`src/rtl/vga_fetch_sched.sv`:
```
// vga_fetch_sched
//   Schedules frame-buffer reads for the VGA output path. When the beam reaches
//   the start of horizontal blank (x == H_ACTIVE), it prefetches the next visible
//   line into the back bank of a ping-pong line buffer. The bank is then handed
//   to the serializer at the end of the line (x == H_TOTAL-1).
//   The single-port RAM is shared with the frame-update writer, and display
//   fetch always has priority.
//
// Ports
//   pixel_clk, reset      clock; synchronous active-high reset
//   x, y                  timing counters
//   wr_req/addr/data      frame-update writer request
//   wr_ack                write performed this cycle
//   mem_en/we/addr/wdata  single-port RAM strobe, write enable, address, write data
//   mem_rdata             RAM read data, valid one cycle after a read strobe
//   lb_we/bank/waddr/wdata  line-buffer write port
//   disp_bank             bank the serializer is currently reading
//   underrun              sticky: a new trigger arrived before a fetch completed
//   fsm_state             debug view of the fetch FSM (0 IDLE, 1 FETCH, 2 DRAIN)
//
// Writer handshake: wr_req is held with stable wr_addr/wr_data until wr_ack.
//   wr_ack is combinational and means the write happens in this same cycle.
//   The writer is stalled only while the FSM is in FETCH.
//
// Optional feature macro: FETCH_DOUBLE_SCAN_EN
//   The source image is half resolution. Only even target lines are fetched,
//   from source line (line>>1). Each fetched line is therefore shown twice.
module vga_fetch_sched #(
  parameter int H_ACTIVE       = 640,
  parameter int H_TOTAL        = 800,
  parameter int V_ACTIVE       = 480,
  parameter int V_TOTAL        = 525,
  parameter int WORDS_PER_LINE = 20,
  parameter int ADDR_W         = 14,
  parameter int DATA_W         = 32
) (
  input  logic              pixel_clk,
  input  logic              reset,
  input  logic [9:0]        x,
  input  logic [9:0]        y,
  input  logic              wr_req,
  input  logic [ADDR_W-1:0] wr_addr,
  input  logic [DATA_W-1:0] wr_data,
  output logic              wr_ack,
  output logic              mem_en,
  output logic              mem_we,
  output logic [ADDR_W-1:0] mem_addr,
  output logic [DATA_W-1:0] mem_wdata,
  input  logic [DATA_W-1:0] mem_rdata,
  output logic              lb_we,
  output logic              lb_bank,
  output logic [4:0]        lb_waddr,
  output logic [DATA_W-1:0] lb_wdata,
  output logic              disp_bank,
  output logic              underrun,
  output logic [1:0]        fsm_state
);

  typedef enum logic [1:0] {IDLE = 2'd0, FETCH = 2'd1, DRAIN = 2'd2} state_t;

  state_t            state_q, state_d;
  logic [9:0]        line_q, line_d;
  logic [4:0]        count_q, count_d;
  logic              ready_q;
  logic              disp_bank_q;
  logic              underrun_q;
  logic              lb_we_q;
  logic [4:0]        lb_waddr_q;

  logic [9:0]        target;
  logic              target_ok;
  logic              trigger;
  logic              fetch_rd;
  logic              last_word;
  logic [9:0]        src_line;
  logic [ADDR_W-1:0] fetch_addr;

  // Target line: the next line if it is visible. After the last line of the
  // frame (vertical blank), the target wraps to line 0.
  always_comb begin
    target    = '0;
    target_ok = 1'b0;
    if (int'(y) + 1 < V_ACTIVE) begin
      target    = y + 10'd1;
      target_ok = 1'b1;
    end else if (int'(y) == V_TOTAL - 1) begin
      target    = '0;
      target_ok = 1'b1;
    end
`ifdef FETCH_DOUBLE_SCAN_EN
    if (target[0]) target_ok = 1'b0;
`endif
  end

  assign trigger = (int'(x) == H_ACTIVE) && target_ok;

`ifdef FETCH_DOUBLE_SCAN_EN
  assign src_line = {1'b0, line_q[9:1]};
`else
  assign src_line = line_q;
`endif

  // Constant-coefficient multiply; the result is truncated to the RAM address width.
  assign fetch_addr = ADDR_W'(int'(src_line) * WORDS_PER_LINE) + ADDR_W'(count_q);
  assign last_word  = (count_q == 5'(WORDS_PER_LINE - 1));
  assign fetch_rd   = (state_q == FETCH);

  // Next state. A trigger always (re)starts the fetch, including one that
  // arrives while FETCH or DRAIN is still in progress.
  always_comb begin
    state_d = state_q;
    line_d  = line_q;
    count_d = count_q;
    case (state_q)
      FETCH: begin
        count_d = count_q + 5'd1;
        if (last_word) state_d = DRAIN;
      end
      DRAIN:   state_d = IDLE;
      default: state_d = IDLE;
    endcase
    if (trigger) begin
      state_d = FETCH;
      line_d  = target;
      count_d = '0;
    end
  end

  // RAM arbitration: a display read wins; otherwise the writer is granted.
  always_comb begin
    wr_ack    = wr_req && !fetch_rd;
    mem_en    = fetch_rd || wr_ack;
    mem_we    = wr_ack;
    mem_addr  = '0;
    mem_wdata = '0;
    if (fetch_rd) begin
      mem_addr = fetch_addr;
    end else if (wr_ack) begin
      mem_addr  = wr_addr;
      mem_wdata = wr_data;
    end
  end

  always_ff @(posedge pixel_clk) begin
    if (reset) begin
      state_q     <= IDLE;
      line_q      <= '0;
      count_q     <= '0;
      ready_q     <= 1'b0;
      disp_bank_q <= 1'b0;
      underrun_q  <= 1'b0;
      lb_we_q     <= 1'b0;
      lb_waddr_q  <= '0;
    end else begin
      state_q    <= state_d;
      line_q     <= line_d;
      count_q    <= count_d;
      // Read data returns one cycle after the strobe, so the write side trails by one.
      lb_we_q    <= mem_en && !mem_we;
      lb_waddr_q <= fetch_rd ? count_q : 5'd0;
      if (trigger && state_q != IDLE) underrun_q <= 1'b1;
      if (int'(x) == H_TOTAL - 1 && ready_q) begin
        disp_bank_q <= ~disp_bank_q;
        ready_q     <= 1'b0;
      end else if (state_q == DRAIN && !trigger) begin
        ready_q <= 1'b1;
      end
    end
  end

  assign lb_we     = lb_we_q;
  assign lb_waddr  = lb_waddr_q;
  assign lb_wdata  = mem_rdata;
  assign lb_bank   = ~disp_bank_q;
  assign disp_bank = disp_bank_q;
  assign underrun  = underrun_q;
  assign fsm_state = state_q;

endmodule
```
`config.mk`:
```
export PLATFORM = sky130hd
export DESIGN_NAME = vga_fetch_sched
export DESIGN_NICKNAME = d
export VERILOG_FILES = /design/src/rtl/vga_fetch_sched.sv
export SDC_FILE = /design/constraint.sdc
export NUM_CORES = 1
export LEC_CHECK = 0
export BUFFER_PORTS_ARGS = -buffer_cell sky130_fd_sc_hd__clkbuf_2
export CAP_MARGIN = 20
export CORE_MARGIN = 10
export CORE_UTILIZATION = 41
export CTS_CLUSTER_DIAMETER = 150
export CTS_CLUSTER_SIZE = 20
export DETAILED_ROUTE_END_ITERATION = 16
export PLACE_DENSITY_LB_ADDON = 0.2
export SLEW_MARGIN = 20
export SYNTH_ARGS = -nofsm -noshare
export SYNTH_HDL_FRONTEND = slang
export SYNTH_SLANG_ARGS = --single-unit
```
`constraint.sdc`:
```
create_clock -name pixel_clk -period 3.8 [get_ports pixel_clk]
set_input_delay 0.95 -clock pixel_clk [delete_from_list [all_inputs] [get_ports pixel_clk]]
set_output_delay 0.95 -clock pixel_clk [all_outputs]
set_load 0.05 [all_outputs]
```
==> flow_summary.json <==
{
  "critPathMaxStageDelay_ns": 0.35,
  "seq_power_share_pct": 37.8,
  "cp_max_fo": 3,
  "cts.sinks": 26,
  "synth_edf_count": 0,
  "cpMaxStageDelayCell": "a211o_1",
  "crit_chain": "ha_4, ha_4, fa_2, a211o_1, and2_4, o311ai_4, buf_6, o211ai_1, a2bb2oi_1, nand2_1, buf_12",
  "cts-buffers-inserted": 3,
  "synth_area_um2": 2616,
  "async_flop_share_pct": 0,
  "drc_errors": 0,
  "drive_above_1_share_pct": 40.89,
  "slew_headroom_pct": 61.29,
  "p_comb_share_pct": 30.9,
  "power_density_nw_per_um2": 213.8,
  "cts_root_buffer": "clkbuf_8",
  "yosys_warnings": 0,
  "netlist_top_cells_area": "dfxtp_1, ha_1, buf_4",
  "synth.top_cell.area_share_pct": 19.89,
  "slew_violations": 0,
  "drv_cap": 0,
  "ff_latch_area_um2": 526.8,
  "fin_ws_ns": 0.04100,
  "fin_util_pct": 53.60,
  "syn_nets": 459,
  "yosys.area.top_type": "dfxtp_1",
  "reg2reg_from": "fsm_state[1]",
  "wl_per_cell_um": 15.68,
  "dp_slack_ns": 0.05680,
  "p_sw_share_pct": 33.11,
  "muxShareOfSynthArea_pct": 0.4304,
  "final_nets": 554,
  "setup_tns_ns": 0,
  "r2r_end": "lb_waddr[3]",
  "clkTransAtPathRegs_ns": 0.09,
  "holdPathStages": 1,
  "critPathMostFrequentCell": "ha_4",
  "syn2layout_area_growth_pct": 28.60,
  "synth_compound_area_share_pct": 17.98,
  "ys_seq_area_share_pct": 19.89,
  "num_rows": 29,
  "grt_first_pass_wirelength_um": 12140,
  "cp-start-kind": "flip-flop",
  "avgViaCountPerCell": 5.261,
  "worstMarginPinSlew_ns": 0.5807,
  "drt_iter0_drc": 115,
  "num_vias": 2657,
  "fp.dieH_um": 99.88,
  "synth-simple-area-share_pct": 29.51,
  "period_needed_ns": 3.759,
  "pin_count": 193,
  "grt_pass1_vias": 2409,
  "hold_path_class": "flip-flop to flip-flop",
  "placedCellCount": 499,
  "synth_fa_ha_area_share_pct": 12.05,
  "p_int_uw": 481.1,
  "fillers": 613,
  "synth_top_family_by_area": "simple AND/OR/NAND/NOR gates",
  "gr-total-overflow": 0,
  "clkPwrFrac_pct": 31.4,
  "fin_cells": 505,
  "fmax_mhz": 266.0,
  "p_sw_uw": 238.1,
  "grt.total_usage_pct": 14.02,
  "multi_input_area_um2": 1866,
  "numPortBuffers": 128,
  "ys_ff_latch": 26,
  "core-area_um2": 6277,
  "reg2reg_slack_ns": 2.31,
  "worstSetupPathType": "flip-flop to output pin",
  "cp-end-kind": "output pin",
  "hold_viol": 0,
  "cp.arrival_ns": 2.81,
  "clk_latency_ns": 0.27,
  "r2r.worst_path.cells": 3,
  "synthTopCellsByCount": "and3_1, buf_4, dfxtp_1",
  "path_buf_inv": 2,
  "antenna_found_initial": 0,
  "status": "completed",
  "clock_skew_ns": 0.01284,
  "cts_buffer_depth": 2,
  "post-route-period-util_pct": 98.92,
  "required_ns": 2.85,
  "cts_hold_buf": 0,
  "cp_top_family": "compound AO/OA/AOI/OAI gates",
  "dp_hpwl_um": 6644,
  "yosysMostFrequentCell": "and3_1",
  "cts_tree": "yes",
  "power_leakage_uw": 0.001712,
  "ctsHtreeMaxLevel": 1,
  "first_pass_iters": 4,
  "wirelength_um": 7920,
  "initial_core_util_pct": 41.68,
  "synth_area_per_cell_um2": 7.833,
  "drtAntennaViolNets": 0,
  "die_x_um": 99.88,
  "hp-start": "ready_q",
  "synth_cells": 334,
  "synth_xor_area_share_pct": 6.361,
  "rsz0062_at_grt": "true",
  "worstHoldEndpoint": "ready_q",
  "synth_cell_types": 52,
  "setup_viol": 0,
  "ir_worst_vdd_uv": 161.3,
  "die_area_um2": 9976,
  "antenna_cells": 0,
  "grt_max_degree": 35,
  "gp_congestion": 0.8066,
  "synthFlopType": "dfxtp_1"
}
cells in the final DEF, fill, tap and decap left out, drive strengths merged, types with 3 or more instances in the layout:
master / synthesis / final
a211oi: 4 / 4
a21oi: 7 / 7
and2: 9 / 9
and3: 36 / 36
buf: 34 / 13
clkbuf: 14 / 128
dfxtp: 26 / 26
ha: 22 / 22
inv: 13 / 13
nand2: 20 / 20
nand2b: 5 / 5
nand3: 20 / 20
nand4: 6 / 6
nor2: 18 / 18
nor2b: 4 / 4
nor3: 6 / 6
o21a: 5 / 5
o21ai: 18 / 18
o2bb2ai: 9 / 9
or3: 3 / 3
xnor2: 10 / 10
xor2: 9 / 9
layout make-up:
type / instances / area share, %
inverters: 13 / 1.450
repair buffers: 138 / 22.46
multi-input cells: 247 / 55.45
clock inverters: 1 / 0.8925
well taps: 77 / 2.864
clock buffers: 3 / 1.227
flip-flops and latches: 26 / 15.66
cell families after synthesis:
logic type / count (synthesis)
muxes: 1
DFF: 26
adders and majority gates: 24
and+or+nand+nor: 140
AOI/OAI and AO/OA: 63
buffers and inverters: 61
xor gates and xnor gates: 19
worst max path at each step:
stage | start | depth (start not counted) | to
after floorplan | line_q[1] | 9 | mem_addr[12]
after global placement | line_q[3] | 10 | mem_addr[12]
after detailed placement | line_q[1] | 10 | mem_addr[12]
after CTS | line_q[2] | 9 | mem_addr[12]
after global routing | line_q[1] | 11 | mem_addr[13]
final | line_q[1] | 11 | mem_addr[13]
metal layers:
layer	global-route usage [%]	wire (um)	up-vias
li1	-	-	1360
met1	17.64	3561	1172
met2	22.30	3448	105
met3	4.464	761	20
met4	4.079	149	0
met5	0	0	-
through the flow:
| stage | hold WS (ns) | instance area, um^2 | power, uW |
|---|---|---|---|
| CTS | 0.4921 | 3246 | 725.9 |
| finish | 0.4842 | 3364 | 719.2 |
| global route | 0.5107 | 3364 | 750.8 |
| detailed placement | 0.4689 | 3142 | 500.8 |
| global placement | 0.4585 | 3142 | 500.2 |
| floorplan | 0.4401 | 2624 | 516.4 |
power groups by stage:
stage | Combinational [uW] | Sequential, uW | Clock (uW)
after floorplan | 238 | 279 | 0
after global placement | 222 | 279 | 0
after detailed placement | 222 | 279 | 0
after CTS | 223 | 272 | 231
after global routing | 237 | 272 | 242
final | 222 | 272 | 226
registers in the layout, indices dropped and copies added (netlist names):
register / cells
ready_q: 1
lb_we: 1
disp_bank: 1
underrun: 1
fsm_state: 2
line_q: 10
lb_waddr: 5
count_q: 5
what timing repair did:
action / CTS / global route
pin swaps: 3 / 4
gates resized for setup: 7 / 23
buffers inserted: 1 / 1
endpoints found under the setup margin: 5 / 5
No activity file was read; power rests on OpenSTA's default activity.
